**config.mk**
```make
export PLATFORM = sky130hd
export DESIGN_NAME = regfile_wb_scheduler
export DESIGN_NICKNAME = d
export VERILOG_FILES = /design/src/rtl/regfile_pkg.sv /design/src/rtl/rr_arbiter2.sv /design/src/rtl/regfile_wb_scheduler.sv
export SDC_FILE = /design/constraint.sdc
export NUM_CORES = 1
export LEC_CHECK = 0
export ABC_CLOCK_PERIOD_IN_PS = 3200
export CORE_MARGIN = 2
export CORE_UTILIZATION = 26
export CTS_CLUSTER_SIZE = 25
export DETAILED_ROUTE_END_ITERATION = 10
export SLEW_MARGIN = 20
export SYNTH_ARGS = -nofsm -noshare
export SYNTH_HDL_FRONTEND = slang
export SYNTH_HIERARCHICAL = 1
export SYNTH_SLANG_ARGS = --single-unit
```
**constraint.sdc**
```tcl
create_clock -name clk -period 3.2 [get_ports clk]
set_clock_uncertainty 0.1 [all_clocks]
set_input_delay 0.48 -clock clk [delete_from_list [all_inputs] [get_ports clk]]
set_output_delay 0.48 -clock clk [all_outputs]
set_load 0.03 [all_outputs]
```
**src/rtl/regfile_pkg.sv**
```systemverilog
// Shared constants and types for the register file writeback path.
// Imported by the arbiter and the writeback scheduler.
package regfile_pkg;

  localparam int NREG = 16;
  localparam int AW   = 4;
  localparam int DW   = 16;

  typedef enum logic {
    REQ_ALU = 1'b0,
    REQ_MEM = 1'b1
  } req_e;

endpackage

```
**src/rtl/rr_arbiter2.sv**
```systemverilog
// Two-requester round-robin arbiter with one-hot grant.
// On contention the requester opposite the last winner is granted.
module rr_arbiter2
  import regfile_pkg::*;
(
  input  logic       clk,
  input  logic       rst,
  input  logic [1:0] req,
  output logic [1:0] gnt
);

  req_e last;

  // Grant selection; nothing is granted while in reset.
  always_comb begin
    gnt = 2'b00;
    if (rst) begin
      gnt = 2'b00;
    end else if (req[REQ_ALU] && req[REQ_MEM]) begin
      gnt = (last == REQ_ALU) ? 2'b10 : 2'b01;
    end else begin
      gnt = req;
    end
  end

  // Remember the winner; hold when idle.
  always_ff @(posedge clk) begin
    if (rst) begin
      last <= REQ_ALU;
    end else if (gnt[REQ_MEM]) begin
      last <= REQ_MEM;
    end else if (gnt[REQ_ALU]) begin
      last <= REQ_ALU;
    end
  end

endmodule

```
**src/rtl/regfile_wb_scheduler.sv**
```systemverilog
// Register file write port scheduler with pending-write scoreboard.
// Issue stalls on RAW/WAW; writebacks commit one cycle after grant.
module regfile_wb_scheduler
  import regfile_pkg::*;
(
  input  logic            clk,
  input  logic            rst,
  input  logic            issue_valid,
  input  logic [AW-1:0]   issue_dst,
  input  logic [AW-1:0]   issue_src_a,
  input  logic [AW-1:0]   issue_src_b,
  output logic            issue_ready,
  input  logic            alu_wb_valid,
  input  logic [AW-1:0]   alu_wb_addr,
  input  logic [DW-1:0]   alu_wb_data,
  output logic            alu_wb_ready,
  input  logic            mem_wb_valid,
  input  logic [AW-1:0]   mem_wb_addr,
  input  logic [DW-1:0]   mem_wb_data,
  output logic            mem_wb_ready,
  output logic            rf_we,
  output logic [AW-1:0]   rf_waddr,
  output logic [DW-1:0]   rf_wdata,
  output logic [NREG-1:0] busy_mask,
  output logic            wb_err
);

  logic [1:0]      gnt;
  logic            hazard;
  logic            accept;
  logic [NREG-1:0] set_mask;
  logic [NREG-1:0] clr_mask;
  logic [NREG-1:0] busy_next;

  rr_arbiter2 u_arb (
    .clk (clk),
    .rst (rst),
    .req ({mem_wb_valid, alu_wb_valid}),
    .gnt (gnt)
  );

  assign alu_wb_ready = gnt[REQ_ALU];
  assign mem_wb_ready = gnt[REQ_MEM];

  // Issue hazard check against the scoreboard.
  always_comb begin
    hazard = busy_mask[issue_src_a]
           | busy_mask[issue_src_b]
           | busy_mask[issue_dst];
    issue_ready = !hazard && !rst;
    accept = issue_valid && issue_ready;
  end

  // Scoreboard update: commit clears, issue sets, set wins.
  always_comb begin
    set_mask = '0;
    clr_mask = '0;
    if (accept) set_mask = NREG'(1) << issue_dst;
    if (rf_we)  clr_mask = NREG'(1) << rf_waddr;
    busy_next = (busy_mask & ~clr_mask) | set_mask;
  end

  // Scoreboard and sticky error state.
  always_ff @(posedge clk) begin
    if (rst) begin
      busy_mask <= '0;
      wb_err    <= 1'b0;
    end else begin
      busy_mask <= busy_next;
      if (rf_we && !busy_mask[rf_waddr]) wb_err <= 1'b1;
    end
  end

  // Registered write port driven by the granted source.
  always_ff @(posedge clk) begin
    if (rst) begin
      rf_we    <= 1'b0;
      rf_waddr <= '0;
      rf_wdata <= '0;
    end else begin
      rf_we <= |gnt;
      if (gnt[REQ_ALU]) begin
        rf_waddr <= alu_wb_addr;
        rf_wdata <= alu_wb_data;
      end else if (gnt[REQ_MEM]) begin
        rf_waddr <= mem_wb_addr;
        rf_wdata <= mem_wb_data;
      end
    end
  end

endmodule

```
==> results.txt, run 1 <==
logic gate share of total power = 0.247
total placed cells including tap cells = 456
final hold slack = 0.362 ns
CTS buffer count = 5
critical path, cell by cell = clkdlybuf4s50_1 > mux2_2 > a31oi_1 > o41ai_1 > a211o_1 > a211oi_2 > buf_4
Worst setup SP type = primary input
unrepaired setup endpoints after global routing = no
required arrival time at the worst endpoint = 2.62 ns
global-route usage over all layers = 0.155
number of nets in the layout = 409
worst slack at placement = 0.0262 ns
Wirelength per Cell = 17.1 µm
die outline width = 101 µm
wire length of the first global-routing pass = 12400 µm
HPWL after detailed placement = 5690 µm
global placer's final weighted congestion = 0.852
antenna diode count = 0
Crit Path Max Fanout = 4
Seq/Total Area, Yosys = 0.318
static leakage = 1.34 nW
max frequency = 0.332 GHz
Worst Hold Class = reg -> reg
fraction of layout instances using a drive strength above 1 = 0.144
# rows = 35
Post-synth EDFFs = 0
mean post-synth cell area = 9.38 µm²
Crit path largest cell delay = 0.57 ns
max-slew headroom at the worst pin = 0.598
buffer depth of the longest clock path = 2
fraction of power spent switching nets = 0.279
most common flop cell mapped by yosys = dfxtp_1
number of detailed-routing iterations run before antenna repair = 4
unique cell type count in the Yosys netlist = 39
number of max-cap violations = 0
clock tree from TritonCTS = yes
starting DRC count in detailed routing = 180
post-CTS repair timing setup buffer count = 0
clock network fraction of design power = 0.359
DRC viols = 0
final standard cell area without fillers = 0.00368 mm²
total gr overflow = 0
antenna violations before repair = 0
total wirelength of the detailed-routed design = 7950 µm
IO Count = 98
fraction of registers with async set or reset after synthesis = 0
count of hold-fix buffers inserted at cts = 0
Internal = 0.000991 W
combined area of all synthesized cells = 0.00246 mm²
Die Y-Extent = 101 µm
DIE AREA = 0.0102 mm²
sum of negative setup slack = 0 ns
share of power burned in registers = 0.394
critical path class = in -> out
status = completed
Num Clock Sinks = 39
number of global-route vias before repair = 2392
maximum number of pins on one net before global-route repair = 42
crit path capture type = output port
worst setup slack after layout = 0.184 ns
FF+latch count, synth = 39
area grow syn2layout = 49.6%
number of standard cells in the final layout excluding fillers = 464
cell area after placement = 0.00354 mm²
clock latency at the later pin of the worst-skew pair = 0.29 ns
root buffer cell = clkbuf_8
Peak supply drop = 0.224 mV
area of the core = 0.00920 mm²
# H-tree levels = 2
Crit-path slowest cell = clkdlybuf4s50_1
overall via count from detail_route = 2461
number of antenna-violating nets in the routed design = 0
endpoints failing hold = 0
Arrival @ worst endpoint = 2.44 ns
final critical-path required period = 3.02 ns
total of warnings raised by yosys = 6
transition at the pin with the smallest max-transition slack = 0.603 ns
instance count of the mapped netlist = 262
count of endpoints failing setup in the final report = 0
count of input and output buffers = 97
Initial Utilization = 0.267
number of max-slew violations in the final report = 0
number of vias per cell = 5.30
net switching power = 0.000383 W
clock transition time at the flip-flop clock pins of the worst setup and hold paths = 0.08 ns
power per cell area = 374 mW/mm²
portion of the clock cycle consumed by the worst path in the final layout = 0.942
total nets after synthesis = 319
-- state kept, by name, indices dropped and copies added (netlist names) --
name        cells
busy_mask      16
rf_wdata       16
rf_waddr        4
rf_we           1
u_arb/last      1
wb_err          1
-- stage by stage --
| step | util | total power, W |
|---|---|---|
| floorplan | - | 0.000729 |
| global placement | 0.385 | 0.000889 |
| detailed placement | 0.385 | 0.000892 |
| CTS | 0.400 | 0.00139 |
| global route | 0.400 | 0.00144 |
| finish | 0.400 | 0.00137 |
-- worst max-delay path: cells and delay by family --
| family | cells | cell delay (ns) |
|---|---|---|
| AOI/OAI and AO/OA | 4 | 0.83 |
| buffers and inverters | 2 | 0.77 |
| muxes | 1 | 0.36 |
-- routing by layer --
layer,vias to the layer above,global-route usage,wire length (µm)
li1,1162,-,-
met1,1187,0.200,3330
met2,96,0.246,3840
met3,16,0.0345,613
met4,0,0.0717,175
met5,-,0,0
-- synthesized netlist by cell type (4+ instances only) --
library cell | number | area share
a21oi_1 | 21 | 0.043
nand3_1 | 12 | 0.024
mux4_2 | 11 | 0.10
o31ai_2 | 8 | 0.041
nand3b_1 | 4 | 0.012
dfxtp_1 | 39 | 0.32
o211ai_1 | 9 | 0.027
clkbuf_1 | 20 | 0.031
nand4_1 | 7 | 0.018
nor2_1 | 47 | 0.072
nand2b_1 | 4 | 0.010
inv_1 | 4 | 0.0061
mux2i_1 | 25 | 0.10
nor2b_1 | 6 | 0.015
o31ai_1 | 7 | 0.021
-- kinds of logic after synthesis --
kind of cell | Yosys count | synth area share
simple gates | 92 | 0.186
flops | 39 | 0.318
mux | 42 | 0.248
buf+inv | 29 | 0.0509
compound gates | 60 | 0.197
-- power groups by stage --
stage          Combinational (W)  Clock, W  Sequential [W]
6_report                0.000339  0.000494        0.000542
5_1_grt                 0.000364  0.000532        0.000545
4_1_cts                 0.000341  0.000509        0.000542
3_5_place_dp            0.000340         0        0.000552
3_3_place_gp            0.000337         0        0.000552
2_1_floorplan           0.000145         0        0.000583
-- final timing paths --
| check | start | to | slack (ns) | cells past startpoint |
|---|---|---|---|---|
| setup / recovery | issue_dst[1] | issue_ready | 0.18 | 7 |
| setup reg to reg | busy_mask[13] | busy_mask[2] | 0.92 | 6 |
| hold / removal | wb_err | wb_err | 0.36 | 2 |
| hold reg to reg | wb_err | wb_err | 0.36 | 2 |
-- placed cells by master, fill, tap and decap left out, types with 2 or more instances in the layout --
cell type,netlist,layout
clkdlybuf4s50_1,0,92
nor2_1,47,47
dfxtp_1,39,39
mux2i_1,25,25
a21oi_1,21,21
buf_4,0,14
mux4_2,11,12
nand3_1,12,12
o211ai_1,9,9
o31ai_2,8,8
nand4_1,7,7
o31ai_1,7,7
nor2b_1,6,6
clkbuf_8,0,5
inv_1,4,4
nand3b_1,4,4
nand2b_1,4,4
a31oi_1,3,3
mux2_2,3,3
o311ai_0,3,3
nand2_1,3,3
nand4b_1,3,3
mux4_1,3,2
bufinv_16,0,2
dlymetal6s2s_1,0,2
-- repair_timing --
action	CTS	global route
gates resized for setup	0	3
endpoints found under the hold margin	0	0
setup endpoints to repair	0	1
-- cell type report --
cell class | instances | area (µm²)
clock buffer | 6 | 72.6
clock inverter | 2 | 60.1
tap | 111 | 139
multi-input combinational | 194 | 1560
timing repair buffer | 108 | 1050
inverter | 4 | 15.0
fill | 931 | 5520
sequential | 39 | 781
No activity file was read; power rests on OpenSTA's default activity.
==> inputs of run 2 (changes only) <==
ABC_CLOCK_PERIOD_IN_PS = 3600   (was 3200)
CORE_UTILIZATION = 47   (was 26)
PLACE_DENSITY_LB_ADDON = 0.08   (was not set)
clock period = 3.6 ns   (was 3.2 ns; I/O delays follow)
==> run 2 against run 1 <==
  * Sequential cell count is the same
  * Sequential power decreased by 12%
  * Wire length shrank 9.9%
  * Clock-buffer cell count did not move
  * Critical path type unchanged
==> results.txt, run 2 (synthesized netlist as in run 1, its figures left out) <==
final critical-path required period = 3.35 ns
# rows = 26 (-26%)
die outline width = 76.3 µm (-25%)
crit path capture type = output port
most frequent standard cell in the layout excluding fill and tap cells = clkdlybuf4s50_1
endpoints failing hold = 0 (unchanged)
global placer's final weighted congestion = 0.959 (+13%)
number of nets in the layout = 407 (-0.49%)
Filler Cells Inserted = 428 (-54%)
number of global-route vias before repair = 2364 (-1.2%)
Worst Hold Class = reg -> reg
family with the most delay on the worst path = multiplexers
required arrival time at the worst endpoint = 2.96 ns (+0.34 ns)
Die Y-Extent = 76.3 µm (-25%)
worst slack at placement = 0.247 ns (+0.221 ns)
number of detailed-routing iterations run before antenna repair = 4 (unchanged)
Initial Utilization = 0.484 (+0.217)
number of standard cells in the final layout excluding fillers = 420 (-9.5%)
IO Count = 98 (unchanged)
Arrival @ worst endpoint = 2.71 ns (+0.27 ns)
# H-tree levels = 2 (unchanged)
critical path, cell by cell = clkdlybuf4s50_1 > mux4_2 > mux2_2 > a22oi_4 > o211ai_4 > a211oi_1 > buf_4
HPWL after detailed placement = 5250 µm (-7.8%)
Worst setup SP type = primary input
number of vias per cell = 5.83 (+9.8%)
antenna diode count = 0 (unchanged)
buffer depth of the longest clock path = 2 (unchanged)
portion of the clock cycle consumed by the worst path in the final layout = 0.930
unrepaired setup endpoints after global routing = no
max-slew headroom at the worst pin = 0.614 (+0.0159)
clock transition time at the flip-flop clock pins of the worst setup and hold paths = 0.07 ns (about the same)
number of max-cap violations = 0 (unchanged)
Peak supply drop = 0.242 mV (+8.2%)
Wirelength per Cell = 17.1 µm (-0.44%)
post-CTS sizing = 0 (unchanged)
clock tree from TritonCTS = yes
static leakage = 1.30 nW (-3.1%)
leading cell types in the layout, fill and taps excluded = 94 x clkdlybuf4s50_1, 47 x nor2_1, 39 x dfxtp_1
post-CTS repair timing setup buffer count = 0 (unchanged)
DIE AREA = 0.00583 mm² (-43%)
fraction of layout instances using a drive strength above 1 = 0.134 (-0.0102)
total placed cells including tap cells = 413 (-9.4%)
total wirelength of the detailed-routed design = 7170 µm (-9.9%)
Crit Path Max Fanout = 5 (+1)
startpoint of the most critical register-to-register path = busy_mask[13]
Crit-path slowest cell = clkdlybuf4s50_1
number of antenna-violating nets in the routed design = 0 (unchanged)
global-route usage over all layers = 0.250 (+0.0953)
Largest regs = busy_mask: 16 flops, rf_wdata: 16 flops, rf_waddr: 4 flops
count of endpoints failing setup in the final report = 0 (unchanged)
Crit path largest cell delay = 0.61 ns (+0.04 ns)
count of hold-fix buffers inserted at cts = 0 (unchanged)
number of buffers and inverters on the critical path = 2 (unchanged)
root buffer cell = clkbuf_8
maximum number of pins on one net before global-route repair = 42 (unchanged)
worst setup slack after layout = 0.251 ns (+0.0668 ns)
total gr overflow = 0 (unchanged)
max frequency = 0.299 GHz
antenna violations before repair = 0 (unchanged)
wire length of the first global-routing pass = 11700 µm (-5.2%)
starting DRC count in detailed routing = 203 (+13%)
count of input and output buffers = 97 (unchanged)
overall via count from detail_route = 2447 (-0.57%)
sum of negative setup slack = 0 ns (unchanged)
number of max-slew violations in the final report = 0 (unchanged)
origin of the worst min-delay path = wb_err
status = completed
power per cell area = 303 mW/mm² (-19%)
critical path class = in -> out
area of the core = 0.00507 mm² (-45%)
Setup crit start = issue_src_b[1]
Num Clock Sinks = 39 (unchanged)
clock latency at the later pin of the worst-skew pair = 0.29 ns (about the same)
DRC viols = 0 (unchanged)
area grow syn2layout = 44.8%
CTS buffer count = 5 (unchanged)
transition at the pin with the smallest max-transition slack = 0.578 ns (-0.0243 ns)
run 2: cell count changes in the layout (fill, tap and decap cells not counted), moves of 2 or more:
cell,before,now
buf_4,14,12
bufinv_16,2,0
clkdlybuf4s50_1,92,94
dlymetal6s2s_1,2,0
run 2: layer usage:
layer / global-route usage / vias up / share of wire
met3: 0.0664 / 22 / 0.10
met1: 0.318 / 1130 / 0.41
met5: 0 / - / 0
met2: 0.409 / 136 / 0.47
li1: - / 1159 / -
met4: 0.0909 / 0 / 0.023
run 2: through the flow:
step / cell area, µm² / utilization / total power (W) / hold slack [ns]
3_3_place_gp: 3470 / 0.684 / 0.000784 / 0.334
5_1_grt: 3560 / 0.702 / 0.00113 / 0.395
4_1_cts: 3560 / 0.702 / 0.00109 / 0.367
6_report: 3560 / 0.702 / 0.00108 / 0.358
2_1_floorplan: 2460 / - / 0.000647 / 0.383
3_5_place_dp: 3470 / 0.684 / 0.000787 / 0.357
run 2: worst min-delay path: cells and delay by family, from the launching register on:
| kind | cells | cell delay [ns] |
|---|---|---|
| AO/OA/AOI/OAI | 1 | 0.05 |
| buffers and inverters | 1 | 0.05 |
| flip-flops | 1 | 0.31 |
run 2: final cells by class:
class | instances | area, µm² | share of cell area
Clock buffer | 6 | 82.6 | 0.0232
Clock inverter | 1 | 5.00 | 0.00141
Inverter | 4 | 15.0 | 0.00422
Multi-Input combinational cell | 194 | 1560 | 0.438
Sequential cell | 39 | 781 | 0.219
Tap cell | 70 | 87.6 | 0.0246
Timing Repair Buffer | 106 | 1030 | 0.290
run 2: report_power, final:
| group | switching (W) | total [W] | internal [W] |
|---|---|---|---|
| logic | 0.000150 | 0.000300 | 0.000150 |
| registers | 0.0000261 | 0.000479 | 0.000453 |
| clock network | 0.000149 | 0.000299 | 0.000150 |
| total | 0.000325 | 0.00108 | 0.000753 |
run 2: final timing paths:
| check | to | slack (ns) | cells after the start |
|---|---|---|---|
| max | issue_ready | 0.25 | 7 |
| min | wb_err | 0.36 | 2 |
| max reg2reg | busy_mask[2] | 1.35 | 6 |
| min reg2reg | wb_err | 0.36 | 2 |
==> inputs of run 3 (changes only) <==
CELL_PAD_IN_SITES_DETAIL_PLACEMENT = 1   (was not set)
CELL_PAD_IN_SITES_GLOBAL_PLACEMENT = 1   (was not set)
CORE_UTILIZATION = 34   (was 47)
==> run 3 against run 2 <==
  * Sequential power hardly changed
  * Combinational power is 2% higher
  * Setup slack worse by 0.14 ns
  * Register-to-register slack better by 0.02 ns
  * Via count is 1.5% higher
  * Non-clock buffer count is 1 higher
  * Die area is 36% higher
  * Cell area is 0.95% higher
==> results.txt, run 3 (synthesized netlist as in run 1, its figures left out) <==
unrepaired setup endpoints after global routing = no
IO Count = 98 (unchanged)
transition at the pin with the smallest max-transition slack = 0.599 ns (+0.0208 ns)
required arrival time at the worst endpoint = 2.96 ns (about the same)
post-CTS repair timing setup buffer count = 0 (unchanged)
Wirelength per Cell = 18.6 µm (+9.0%)
area grow syn2layout = 46.2%
clock transition time at the flip-flop clock pins of the worst setup and hold paths = 0.08 ns (about the same)
Total Power = 0.00108 W (+0.23%)
antenna diode count = 0 (unchanged)
CTS buffer count = 5 (unchanged)
Die Y-Extent = 89.0 µm (+17%)
number of nets in the layout = 408 (+0.25%)
HPWL after detailed placement = 6150 µm (+17%)
die outline width = 89.0 µm (+17%)
global-route usage over all layers = 0.214 (-0.0360)
count of endpoints failing setup in the final report = 0 (unchanged)
worst setup slack after layout = 0.114 ns (-0.137 ns)
startpoint of the most critical register-to-register path = busy_mask[14]
Worst Hold Class = reg -> reg
leading cell types in the layout, fill and taps excluded = 94 x clkdlybuf4s50_1, 47 x nor2_1, 39 x dfxtp_1
starting DRC count in detailed routing = 183 (-9.9%)
static leakage = 1.30 nW (about the same)
count of hold-fix buffers inserted at cts = 0 (unchanged)
number of global-route vias before repair = 2482 (+5.0%)
buffer depth of the longest clock path = 2 (unchanged)
Largest regs = busy_mask: 16 flops, rf_wdata: 16 flops, rf_waddr: 4 flops
endpoints failing hold = 0 (unchanged)
DIE AREA = 0.00793 mm² (+36%)
number of max-slew violations in the final report = 0 (unchanged)
Crit path largest cell delay = 0.63 ns (+0.02 ns)
power per cell area = 301 mW/mm² (-0.72%)
wire length of the first global-routing pass = 13000 µm (+11%)
Crit Path Max Fanout = 7 (+2)
Reg2Reg Capture Point = busy_mask[4]
maximum number of pins on one net before global-route repair = 29 (-31%)
cell area after placement = 0.00351 mm² (+1.2%)
number of max-cap violations = 0 (unchanged)
most frequent standard cell in the layout excluding fill and tap cells = clkdlybuf4s50_1
post-CTS sizing = 0 (unchanged)
total gr overflow = 0 (unchanged)
global placer's final weighted congestion = 0.875 (-8.8%)
Worst setup SP type = primary input
worst slack at placement = 0.113 ns (-0.134 ns)
portion of the clock cycle consumed by the worst path in the final layout = 0.968 (+0.0381)
number of vias per cell = 5.54 (-4.9%)
Crit-path slowest cell = clkdlybuf4s50_1
Initial Utilization = 0.356 (-0.128)
number of antenna-violating nets in the routed design = 0 (unchanged)
clock latency at the later pin of the worst-skew pair = 0.30 ns (about the same)
final critical-path required period = 3.49 ns (+0.137 ns)
path depth of the worst reg2reg path = 6 (unchanged)
total wirelength of the detailed-routed design = 8330 µm (+16%)
Num Clock Sinks = 39 (unchanged)
# rows = 30 (+15%)
critical path, cell by cell = clkdlybuf4s50_1 > mux4_1 > mux2_2 > a22oi_4 > o211ai_4 > a211oi_1 > buf_4
origin of the worst min-delay path = wb_err
critical path class = in -> out
terminating pin of the worst hold path = wb_err
count of input and output buffers = 97 (unchanged)
Peak supply drop = 0.136 mV (-44%)
clock tree from TritonCTS = yes
Arrival @ worst endpoint = 2.85 ns (+0.14 ns)
overall via count from detail_route = 2483 (+1.5%)
status = completed
slack of the worst reg-to-reg path = 1.37 ns (+0.02 ns)
number of detailed-routing iterations run before antenna repair = 4 (unchanged)
DRC viols = 0 (unchanged)
fraction of layout instances using a drive strength above 1 = 0.134 (-0.000763)
root buffer cell = clkbuf_8
final standard cell area without fillers = 0.00359 mm² (+0.95%)
sum of negative setup slack = 0 ns (unchanged)
area of the core = 0.00691 mm² (+36%)
# H-tree levels = 2 (unchanged)
antenna violations before repair = 0 (unchanged)
max-slew headroom at the worst pin = 0.599 (-0.0143)
crit path capture type = output port
hold path depth = 2 (unchanged)
max frequency = 0.287 GHz (-3.9%)
[run 3: cell count changes in the layout (fill, tap and decap cells not counted)]
cell / change
clkbuf_1: +2
buf_4: +1
clkbuf_8: -1
[run 3: power by group]
part,internal [W],switching (W)
logic,0.000151,0.000155
registers,0.000453,0.0000274
clock network,0.000136,0.000158
total,0.000740,0.000341
[run 3: through the flow]
| stage | cells | util | hold WS, ns |
|---|---|---|---|
| final | 448 | 0.520 | 0.357 |
| after global routing | 448 | 0.520 | 0.387 |
| after CTS | 448 | 0.520 | 0.365 |
| after detailed placement | 440 | 0.509 | 0.345 |
| after global placement | 440 | 0.509 | 0.334 |
| after floorplan | 262 | - | 0.383 |
[run 3: how the worst max path moves through the flow]
stage,to,slack (ns),cells after the start,start
after floorplan,issue_ready,0.27,7,issue_dst[0]
after global placement,issue_ready,0.21,7,issue_dst[0]
after detailed placement,issue_ready,0.11,7,issue_dst[0]
after CTS,issue_ready,0.11,7,issue_dst[0]
after global routing,issue_ready,0.07,7,issue_dst[0]
final,issue_ready,0.11,7,issue_dst[0]
[run 3: worst max-delay path, delay by kind of cell]
| kind | cells | cell delay [ns] |
|---|---|---|
| multiplexers | 2 | 0.90 |
| buffers and inverters | 2 | 0.85 |
| AO/OA/AOI/OAI | 3 | 0.56 |
[run 3: final cells by class]
cell class                 count  area, µm²
inverter                       4       15.0
tap                           96        120
fill                         811       3310
clock buffer                   7       76.3
sequential                    39        781
clock inverter                 1       5.00
timing repair buffer         107       1040
multi-input combinational    194       1560
[run 3: routing by layer]
layer,vias up,share of wire,GRT usage
li1,1159,-,-
met1,1206,0.41,0.269
met2,108,0.48,0.355
met3,10,0.088,0.0646
met4,0,0.016,0.0651
met5,-,0,0
